## config.mk

```make
export PLATFORM = sky130hd
export DESIGN_NAME = instr_encode_loader
export DESIGN_NICKNAME = d
export VERILOG_FILES = /design/src/rtl/instr_encode_loader.sv
export SDC_FILE = /design/constraint.sdc
export NUM_CORES = 1
export LEC_CHECK = 0
export ABC_AREA = 1
export CAP_MARGIN = 40
export CORE_UTILIZATION = 48
export DETAILED_ROUTE_END_ITERATION = 6
export GPL_TIMING_DRIVEN = 0
export PLACE_DENSITY = 0.88
export SLEW_MARGIN = 15
export SYNTH_ARGS = -nofsm -noshare
export SYNTH_HDL_FRONTEND = slang
export SYNTH_SLANG_ARGS = --single-unit
export TNS_END_PERCENT = 100
```

## constraint.sdc

```tcl
create_clock -name clk -period 3.8 [get_ports clk]
set_clock_uncertainty 0.15 [all_clocks]
set_input_delay 0.95 -clock clk [delete_from_list [all_inputs] [get_ports clk]]
set_output_delay 0.95 -clock clk [all_outputs]
set_load 0.02 [all_outputs]
```

## src/rtl/instr_encode_loader.sv

```systemverilog
// instr_encode_loader
//   Accepts field-level instruction requests (LW, SW, R_TYPE, BEQ) over a
//   valid/ready handshake, encodes each into a 32-bit RV32I word and writes it
//   sequentially into instruction memory starting at BASE_ADDR.
//
// Optional feature macro: INSTR_HALT_PAD_EN
//   When defined, a "beq x0,x0,0" self-loop (0x00000063) is appended after the
//   last instruction of each program, space permitting.
//
// Ports:
//   clk, rst      clock, synchronous active-high reset
//   req_valid     request present
//   req_ready     block can accept a request this cycle
//   req_kind      0=LW 1=SW 2=R_TYPE 3=BEQ
//   req_funct3/7  R_TYPE function fields
//   req_rd/rs1/rs2 register fields
//   req_imm       13-bit signed byte offset (LW/SW/BEQ)
//   req_last      final instruction of the program
//   imem_we       instruction-memory write strobe
//   imem_addr     word address
//   imem_wdata    encoded instruction (held while imem_we=0)
//   done          one-cycle pulse after the program is written
//   err           sticky error (bad immediate or memory full)
//   count         words written in the current program
module instr_encode_loader #(
    parameter int unsigned ADDR_W    = 8,
    parameter int unsigned DEPTH     = 256,
    parameter int unsigned BASE_ADDR = 0
) (
    input  logic              clk,
    input  logic              rst,
    input  logic              req_valid,
    output logic              req_ready,
    input  logic [1:0]        req_kind,
    input  logic [2:0]        req_funct3,
    input  logic [6:0]        req_funct7,
    input  logic [4:0]        req_rd,
    input  logic [4:0]        req_rs1,
    input  logic [4:0]        req_rs2,
    input  logic [12:0]       req_imm,
    input  logic              req_last,
    output logic              imem_we,
    output logic [ADDR_W-1:0] imem_addr,
    output logic [31:0]       imem_wdata,
    output logic              done,
    output logic              err,
    output logic [ADDR_W:0]   count
);

    localparam logic [ADDR_W:0]   DepthCnt = (ADDR_W+1)'(DEPTH);
    localparam logic [ADDR_W-1:0] BaseAddr = ADDR_W'(BASE_ADDR);
    localparam logic [31:0]       HaltWord = 32'h0000_0063;

    typedef enum logic [2:0] {
        StIdle,
        StWrite,
        StDone,
        StFull
`ifdef INSTR_HALT_PAD_EN
        ,
        StHalt
`endif
    } state_e;

    state_e          state_q;
    logic            last_q;
    logic            we_q;
    logic [31:0]     enc_word;
    logic            imm_ok;
    logic [ADDR_W:0] count_inc;

    assign count_inc = count + 1'b1;

    // Reset must suppress a write that is already in flight this cycle.
    assign imem_we = we_q & ~rst;

    always_comb begin
        enc_word = '0;
        imm_ok   = 1'b1;
        unique case (req_kind)
            2'd0: begin
                enc_word = {req_imm[11:0], req_rs1, 3'b010, req_rd, 7'b0000011};
                imm_ok   = (req_imm[12] == req_imm[11]);
            end
            2'd1: begin
                enc_word = {req_imm[11:5], req_rs2, req_rs1, 3'b010, req_imm[4:0],
                            7'b0100011};
                imm_ok   = (req_imm[12] == req_imm[11]);
            end
            2'd2: begin
                enc_word = {req_funct7, req_rs2, req_rs1, req_funct3, req_rd, 7'b0110011};
            end
            2'd3: begin
                enc_word = {req_imm[12], req_imm[10:5], req_rs2, req_rs1, 3'b000,
                            req_imm[4:1], req_imm[11], 7'b1100011};
                imm_ok   = ~req_imm[0];
            end
        endcase
    end

    always_ff @(posedge clk) begin
        if (rst) begin
            state_q    <= StIdle;
            last_q     <= 1'b0;
            we_q       <= 1'b0;
            req_ready  <= 1'b1;
            imem_addr  <= BaseAddr;
            imem_wdata <= '0;
            done       <= 1'b0;
            err        <= 1'b0;
            count      <= '0;
        end else begin
            we_q <= 1'b0;
            done <= 1'b0;
            case (state_q)
                StIdle: begin
                    if (req_valid) begin
                        if (imm_ok) begin
                            imem_wdata <= enc_word;
                            last_q     <= req_last;
                            we_q       <= 1'b1;
                            req_ready  <= 1'b0;
                            state_q    <= StWrite;
                        end else begin
                            err <= 1'b1;
                        end
                    end
                end
                StWrite: begin
                    imem_addr <= imem_addr + 1'b1;
                    count     <= count_inc;
                    if (last_q) begin
`ifdef INSTR_HALT_PAD_EN
                        if (count_inc == DepthCnt) begin
                            // No slot left for the halt pad.
                            err     <= 1'b1;
                            state_q <= StFull;
                        end else begin
                            imem_wdata <= HaltWord;
                            we_q       <= 1'b1;
                            state_q    <= StHalt;
                        end
`else
                        done    <= 1'b1;
                        state_q <= StDone;
`endif
                    end else if (count_inc == DepthCnt) begin
                        err     <= 1'b1;
                        state_q <= StFull;
                    end else begin
                        req_ready <= 1'b1;
                        state_q   <= StIdle;
                    end
                end
`ifdef INSTR_HALT_PAD_EN
                StHalt: begin
                    imem_addr <= imem_addr + 1'b1;
                    count     <= count_inc;
                    done      <= 1'b1;
                    state_q   <= StDone;
                end
`endif
                StDone: begin
                    imem_addr <= BaseAddr;
                    count     <= '0;
                    req_ready <= 1'b1;
                    state_q   <= StIdle;
                end
                StFull: begin
                    // Terminal until reset.
                    req_ready <= 1'b0;
                    err       <= 1'b1;
                end
                default: begin
                    req_ready <= 1'b1;
                    state_q   <= StIdle;
                end
            endcase
        end
    end

endmodule

```

==> metrics.cfg, run 1 <==
[power_and_ir_drop]
p_leak_nw = 1.486
p_switching_w = 0.0005989
max-vdd-ir-drop_mv = 0.3326
comb_power_share = 0.387
power.density_nw_per_um2 = 441.5
swShare = 0.3677
clkPwrFrac = 0.191
intPower_w = 0.001030
power_frac_seq = 0.423
power.total_w = 0.001629

[clock_tree]
cts_resized = 0
tritoncts = done
cts_made_buffers = 5
clk_pin_slew_ns = 0.09
htree_levels = 2
postCtsSetupBuffers = 0
cts_max_path_buffers = 2
ctsHoldBuffers = 0
clk_latency_ns = 0.30
cts.sinks = 53
ctsRootBufferMaster = clkbuf_8

[floorplanning]
rows = 26
ios = 97
die_x_um = 75.37
start_util = 0.5027
core_area_um2 = 5140
dieHeight_um = 75.37
fp.dieArea_um2 = 5680

[route]
drt_iter0_drc = 171
vias = 2761
wl_um = 6699
routedWlPerCell_um = 11.94
first_pass_iters = 5
postRouteAntennaNets = 0
drt-vias-per-instance = 4.922
post-route-drc-count = 0

[global_route]
antenna_found_initial = 0
grt_remaining_overflow = 0
grt_pass1_vias = 2577
grt_start_max_net_pins = 16
grt_pass1_wl_um = 10760
grtUsageTotal = 0.2480

[critical_path]
cp_max_fo = 10
cp-start-kind = input pin
critPathRequiredTime_ns = 2.70
cp-startpoint = rst
rr_startpoint = count[0]
critical_path.endpoint_type = output pin
worstReg2RegEnd = req_ready
cp-endpoint = imem_we
arrival_ns = 2.20
criticalPathCategory = in -> out
reg2reg_slack_ns = 1.79
reg2reg_depth = 10

[timing]
period_share = 0.8687
fin_ws_ns = 0.4990
fin_setup_tns_ns = 0
setup_viol = 0
layout_min_cycle_time_ns = 3.301
fmax_mhz = 302.9
worst_pin_slew_ns = 0.5475
final_max_slew_viol_count = 0
hold_viol_final = 0
rsz0062_at_grt = false
relSlewSlack = 0.6350
whs_ns = 0.3064

[cells_and_area]
fin_area_um2 = 3690
multiInputGateArea_um2 = 1299
drive_gt1_frac = 0.04684
fillCellCount = 464
area_growth_pct = 42.81
final_nets = 541
seq_area_um2 = 1061
diodes = 0

[synth]
syn-instance-count = 389
synth_cell_types = 28
synth_warnings = 0
syn_area_um2 = 2584
syn_area_per_cell_um2 = 6.642
synth_seq_area_share = 0.4107
synth-seq-cells = 53

[min_path]
holdCritPathClass = reg -> reg

[status]
status = finished, final reports clean

[placement]
post-place-ws_ns = 0.4694
portBuffers = 93
gp_congestion = 0.8394
dpl.hpwl_um = 5149
placed_area_um2 = 3606

[job]
maxCapViolCount = 0

## synthesized netlist by cell type
master    number  area (µm²)
inv_1         32       120.1
buf_2          2       10.01
nor2_2         1       6.260
o21a_1         1       7.510
buf_4          6       45.04
a31oi_1        1       6.260
nor3_1         2       10.01
a21oi_1       44       220.2
inv_2          2       7.510
nand4_1        2       12.51
dfxtp_1       53        1061
a21boi_0       2       15.01
o211ai_1       1       7.510
o21ai_2        1       8.760
nor3b_1        5       37.54
o21ai_1        1       5.000
o21ai_0        8       40.04
o221ai_1       1       8.760
nand2_2        2       12.51
nand3_1       16       80.08
clkbuf_1       6       22.52
a21oi_2        1       8.760
nand2_1      157       589.3
nor2_1        30       112.6
a211oi_1       2       15.01
ha_1           7       87.58
conb_1         1       3.750
buf_6          2       22.52
## logic make-up after synthesis
| family | share of synthesized area |
|---|---|
| adders and majority gates | 0.03390 |
| buffers and inverters | 0.08814 |
| other | 0.001451 |
| DFF | 0.4107 |
| AOI/OAI and AO/OA | 0.1327 |
| and+or+nand+nor | 0.3332 |
## per-layer routing
layer  vias up  share of wire  global-route usage
met5         -              0                   0
met4         0          0.011             0.08025
met3         8          0.065             0.07011
met2        84           0.51              0.4573
met1      1243           0.41              0.2742
li1       1426              -                   -
## flip-flops by register name, summed over array words and instances, names as in the netlist
name and count:
count 9, we_q 1, req_ready 1, last_q 1
imem_addr 8, state_q 2, err 1, imem_wdata 29
done 1
## critical path, cell delays in order
cell,delay [ns]
clkbuf_1,0.19
clkbuf_1,0.42
nor2_1,0.10
clkdlybuf4s50_1,0.55
## power by group through the flow
stage                     logic [W]  registers, W  clock network (W)
after floorplan            0.000301      0.000764                  0
after global placement     0.000611      0.000695                  0
after detailed placement   0.000625      0.000699                  0
after CTS                  0.000630      0.000687           0.000314
after global routing       0.000692      0.000697           0.000338
final                      0.000630      0.000689           0.000311
## through the flow
stage,utilization,std cells
6_report,0.7179,561
3_3_place_gp,0.7016,553
5_1_grt,0.7179,561
4_1_cts,0.7179,561
3_5_place_dp,0.7016,553
2_1_floorplan,-,390
## final cells by class
| type | count | area share |
|---|---|---|
| well taps | 70 | 0.02374 |
| clock inverters | 1 | 0.002035 |
| plain buffers | 16 | 0.02713 |
| multi-input cells | 287 | 0.3520 |
| clock buffers | 7 | 0.02068 |
| inverters | 34 | 0.03459 |
| flip-flops and latches | 53 | 0.2876 |
| repair buffers | 93 | 0.2523 |
## placed cells by master, fill, tap and decap left out, drive strengths merged, types with 5 or more instances in the layout
| cell | instances |
|---|---|
| nor3b | 5 |
| clkdlybuf4s50 | 93 |
| inv | 34 |
| nor2 | 31 |
| buf | 10 |
| nand3 | 16 |
| nand2 | 159 |
| ha | 7 |
| a21oi | 45 |
| o21ai | 10 |
| dfxtp | 53 |
| clkbuf | 13 |
## worst min-delay path by stage
| stage | startpoint | endpoint | depth (start not counted) |
|---|---|---|---|
| 3_5_place_dp | err | err | 2 |
| 2_1_floorplan | last_q | done | 2 |
| 4_1_cts | err | err | 2 |
| 3_3_place_gp | err | err | 2 |
| 5_1_grt | err | err | 2 |
| 6_report | err | err | 2 |
Note: power is estimated with default switching activity, not from simulation.
==> inputs of run 2 (changes only) <==
--- a/config.mk
+++ b/config.mk
@@ -11,7 +11,7 @@
 export DETAILED_ROUTE_END_ITERATION = 6
 export GPL_TIMING_DRIVEN = 0
 export PLACE_DENSITY = 0.88
-export SLEW_MARGIN = 15
+export SLEW_MARGIN = 20
 export SYNTH_ARGS = -nofsm -noshare
 export SYNTH_HDL_FRONTEND = slang
 export SYNTH_SLANG_ARGS = --single-unit
==> results of run 2 <==
No change in the layout: final DEF, timing and power equal those of run 1.
==> inputs of run 3 (changes only) <==
--- a/config.mk
+++ b/config.mk
@@ -7,10 +7,10 @@
 export LEC_CHECK = 0
 export ABC_AREA = 1
 export CAP_MARGIN = 40
-export CORE_UTILIZATION = 48
+export CORE_UTILIZATION = 25
 export DETAILED_ROUTE_END_ITERATION = 6
 export GPL_TIMING_DRIVEN = 0
-export PLACE_DENSITY = 0.88
+export PLACE_DENSITY = 0.52
 export SLEW_MARGIN = 20
 export SYNTH_ARGS = -nofsm -noshare
 export SYNTH_HDL_FRONTEND = slang
==> metrics.cfg, run 3 (synthesis gave the netlist of run 1 again) <==
[status]
status = finished, final reports clean

[cells_and_area]
fin_util = 0.3854  ; -0.3325
drive_gt1_frac = 0.05092  ; +0.004073
largest_reg_flops = 29  ; unchanged
regMostFlops = imem_wdata
final_nets = 541  ; unchanged
layout.cells.non_filler = 624  ; +11%
final_cell_mix = 157 x nand2_1, 93 x clkdlybuf4s50_1, 53 x dfxtp_1
diodes = 0  ; unchanged
area_growth_pct = 47.80
fin_area_um2 = 3819  ; +3.5%
top_regs = imem_wdata (29), count (9), imem_addr (8)
final_common_cell = nand2_1

[critical_path]
criticalPathCategory = in -> out
crit_top_cell = clkbuf_1
path_delay_family = buffers and inverters
path_cells = clkbuf_1 > clkbuf_1 > nor2_1 > clkdlybuf4s50_1
critPathMaxStageDelay_ns = 0.55  ; about the same
crit_slowest_cell = clkdlybuf4s50_1
critPathRequiredTime_ns = 2.70  ; about the same
path_buf_inv = 3  ; unchanged
critical_path.endpoint_type = output pin
arrival_ns = 2.21  ; about the same
cp_max_fo = 10  ; unchanged
cp-start-kind = input pin

[route]
drt_iter0_drc = 64  ; -63%
wl_um = 7402  ; +10%
first_pass_iters = 4  ; -1
routedWlPerCell_um = 11.86  ; -0.66%
drt-vias-per-instance = 4.258  ; -13%
vias = 2657  ; -3.8%
post-route-drc-count = 0  ; unchanged
postRouteAntennaNets = 0  ; unchanged

[placement]
gp_congestion = 0.8019  ; -4.5%
portBuffers = 93  ; unchanged
dp_cells = 616  ; +11%
dpl.hpwl_um = 5575  ; +8.3%
placed_area_um2 = 3685  ; +2.2%

[power_and_ir_drop]
power.total_w = 0.001786  ; +9.6%
p_leak_nw = 1.516  ; +2.0%
intPower_w = 0.001161  ; +13%
power_frac_seq = 0.386  ; -0.037
p_switching_w = 0.0006250  ; +4.3%
max-vdd-ir-drop_mv = 0.1681  ; -49%
swShare = 0.3500  ; -0.01771
comb_power_share = 0.354  ; -0.033
power.density_nw_per_um2 = 467.7  ; +5.9%
clkPwrFrac = 0.260  ; +0.069

[timing]
fmax_mhz = 301.8  ; -0.38%
fin_setup_tns_ns = 0  ; unchanged
setup_viol = 0  ; unchanged
layout_min_cycle_time_ns = 3.314  ; +0.01262 ns
rsz0062_at_grt = false
period_share = 0.8720  ; +0.003322
worst_pin_slew_ns = 0.6115  ; +0.06402 ns
hold_viol_final = 0  ; unchanged
relSlewSlack = 0.5923  ; -0.04268
final_max_slew_viol_count = 0  ; unchanged

[clock_tree]
cts_max_path_buffers = 2  ; unchanged
cts.sinks = 53  ; unchanged
tritoncts = done
cts_made_buffers = 5  ; unchanged
clk_pin_slew_ns = 0.10  ; about the same
ctsRootBufferMaster = clkbuf_8
ctsHoldBuffers = 0  ; unchanged
htree_levels = 2  ; unchanged
cts_resized = 0  ; unchanged
postCtsSetupBuffers = 0  ; unchanged
clk_latency_ns = 0.32  ; +0.02 ns

[global_route]
grt_pass1_vias = 2582  ; +0.19%
grt_start_max_net_pins = 17  ; +1
grtUsageTotal = 0.1431  ; -0.1049
grt_remaining_overflow = 0  ; unchanged
grt_pass1_wl_um = 12610  ; +17%
antenna_found_initial = 0  ; unchanged

[floorplanning]
dieHeight_um = 103.7  ; +38%
start_util = 0.2607  ; -0.2419
fp.dieArea_um2 = 10750  ; +89%
ios = 97  ; unchanged
die_x_um = 103.7  ; +38%
core_area_um2 = 9910  ; +93%
rows = 36  ; +38%

[job]
maxCapViolCount = 0  ; unchanged

[min_path]
holdCritPathClass = reg -> reg

[run 3: changes by cell type in the layout (fill, tap and decap cells not counted), sizes merged]
cell      before  now
bufinv         0    2
clkinv         0    1
clkbuf        13   11
clkinvlp       1    0
[run 3: worst min-delay path, delay by kind of cell (launching register included)]
kind	cells	cell delay, ns
AO/OA/AOI/OAI	1	0.05
flip-flops	1	0.32
buffers and inverters	1	0.05
[run 3: per-layer routing]
layer,share of wire,GRT usage
met1,0.48,0.1816
met2,0.44,0.2378
met3,0.070,0.04594
met4,0.0077,0.02755
met5,0,0
[run 3: final timing paths]
kind / startpoint / cells past startpoint / end / slack [ns]
setup / recovery: rst / 4 / imem_we / 0.49
hold / removal: err / 2 / err / 0.31
setup reg to reg: state_q[1] / 7 / count[2] / 1.78
hold reg to reg: err / 2 / err / 0.31
[run 3: area by class of cell]
| cell class | instances | area, µm² |
|---|---|---|
| fillers | 1100 | 6091 |
| repair buffers | 93 | 930.9 |
| flip-flops and latches | 53 | 1061 |
| well taps | 133 | 166.4 |
| multi-input cells | 287 | 1299 |
| inverters | 34 | 127.6 |
| clock buffers | 5 | 68.82 |
| plain buffers | 16 | 100.1 |
| clock inverters | 3 | 65.06 |
[run 3: stage by stage]
step	hold WS, ns	worst slack (ns)
2_1_floorplan	0.2824	1.128
3_3_place_gp	0.2932	0.4092
3_5_place_dp	0.2958	0.3965
4_1_cts	0.3105	0.3951
5_1_grt	0.3261	0.3077
6_report	0.3094	0.4864
[run 3: power by group through the flow]
stage                     clock [W]  sequential, W  combinational, W
final                      0.000465       0.000689          0.000632
after global placement            0       0.000698          0.000633
after global routing       0.000504       0.000700          0.000700
after CTS                  0.000478       0.000689          0.000641
after detailed placement          0       0.000701          0.000638
after floorplan                   0       0.000764          0.000301
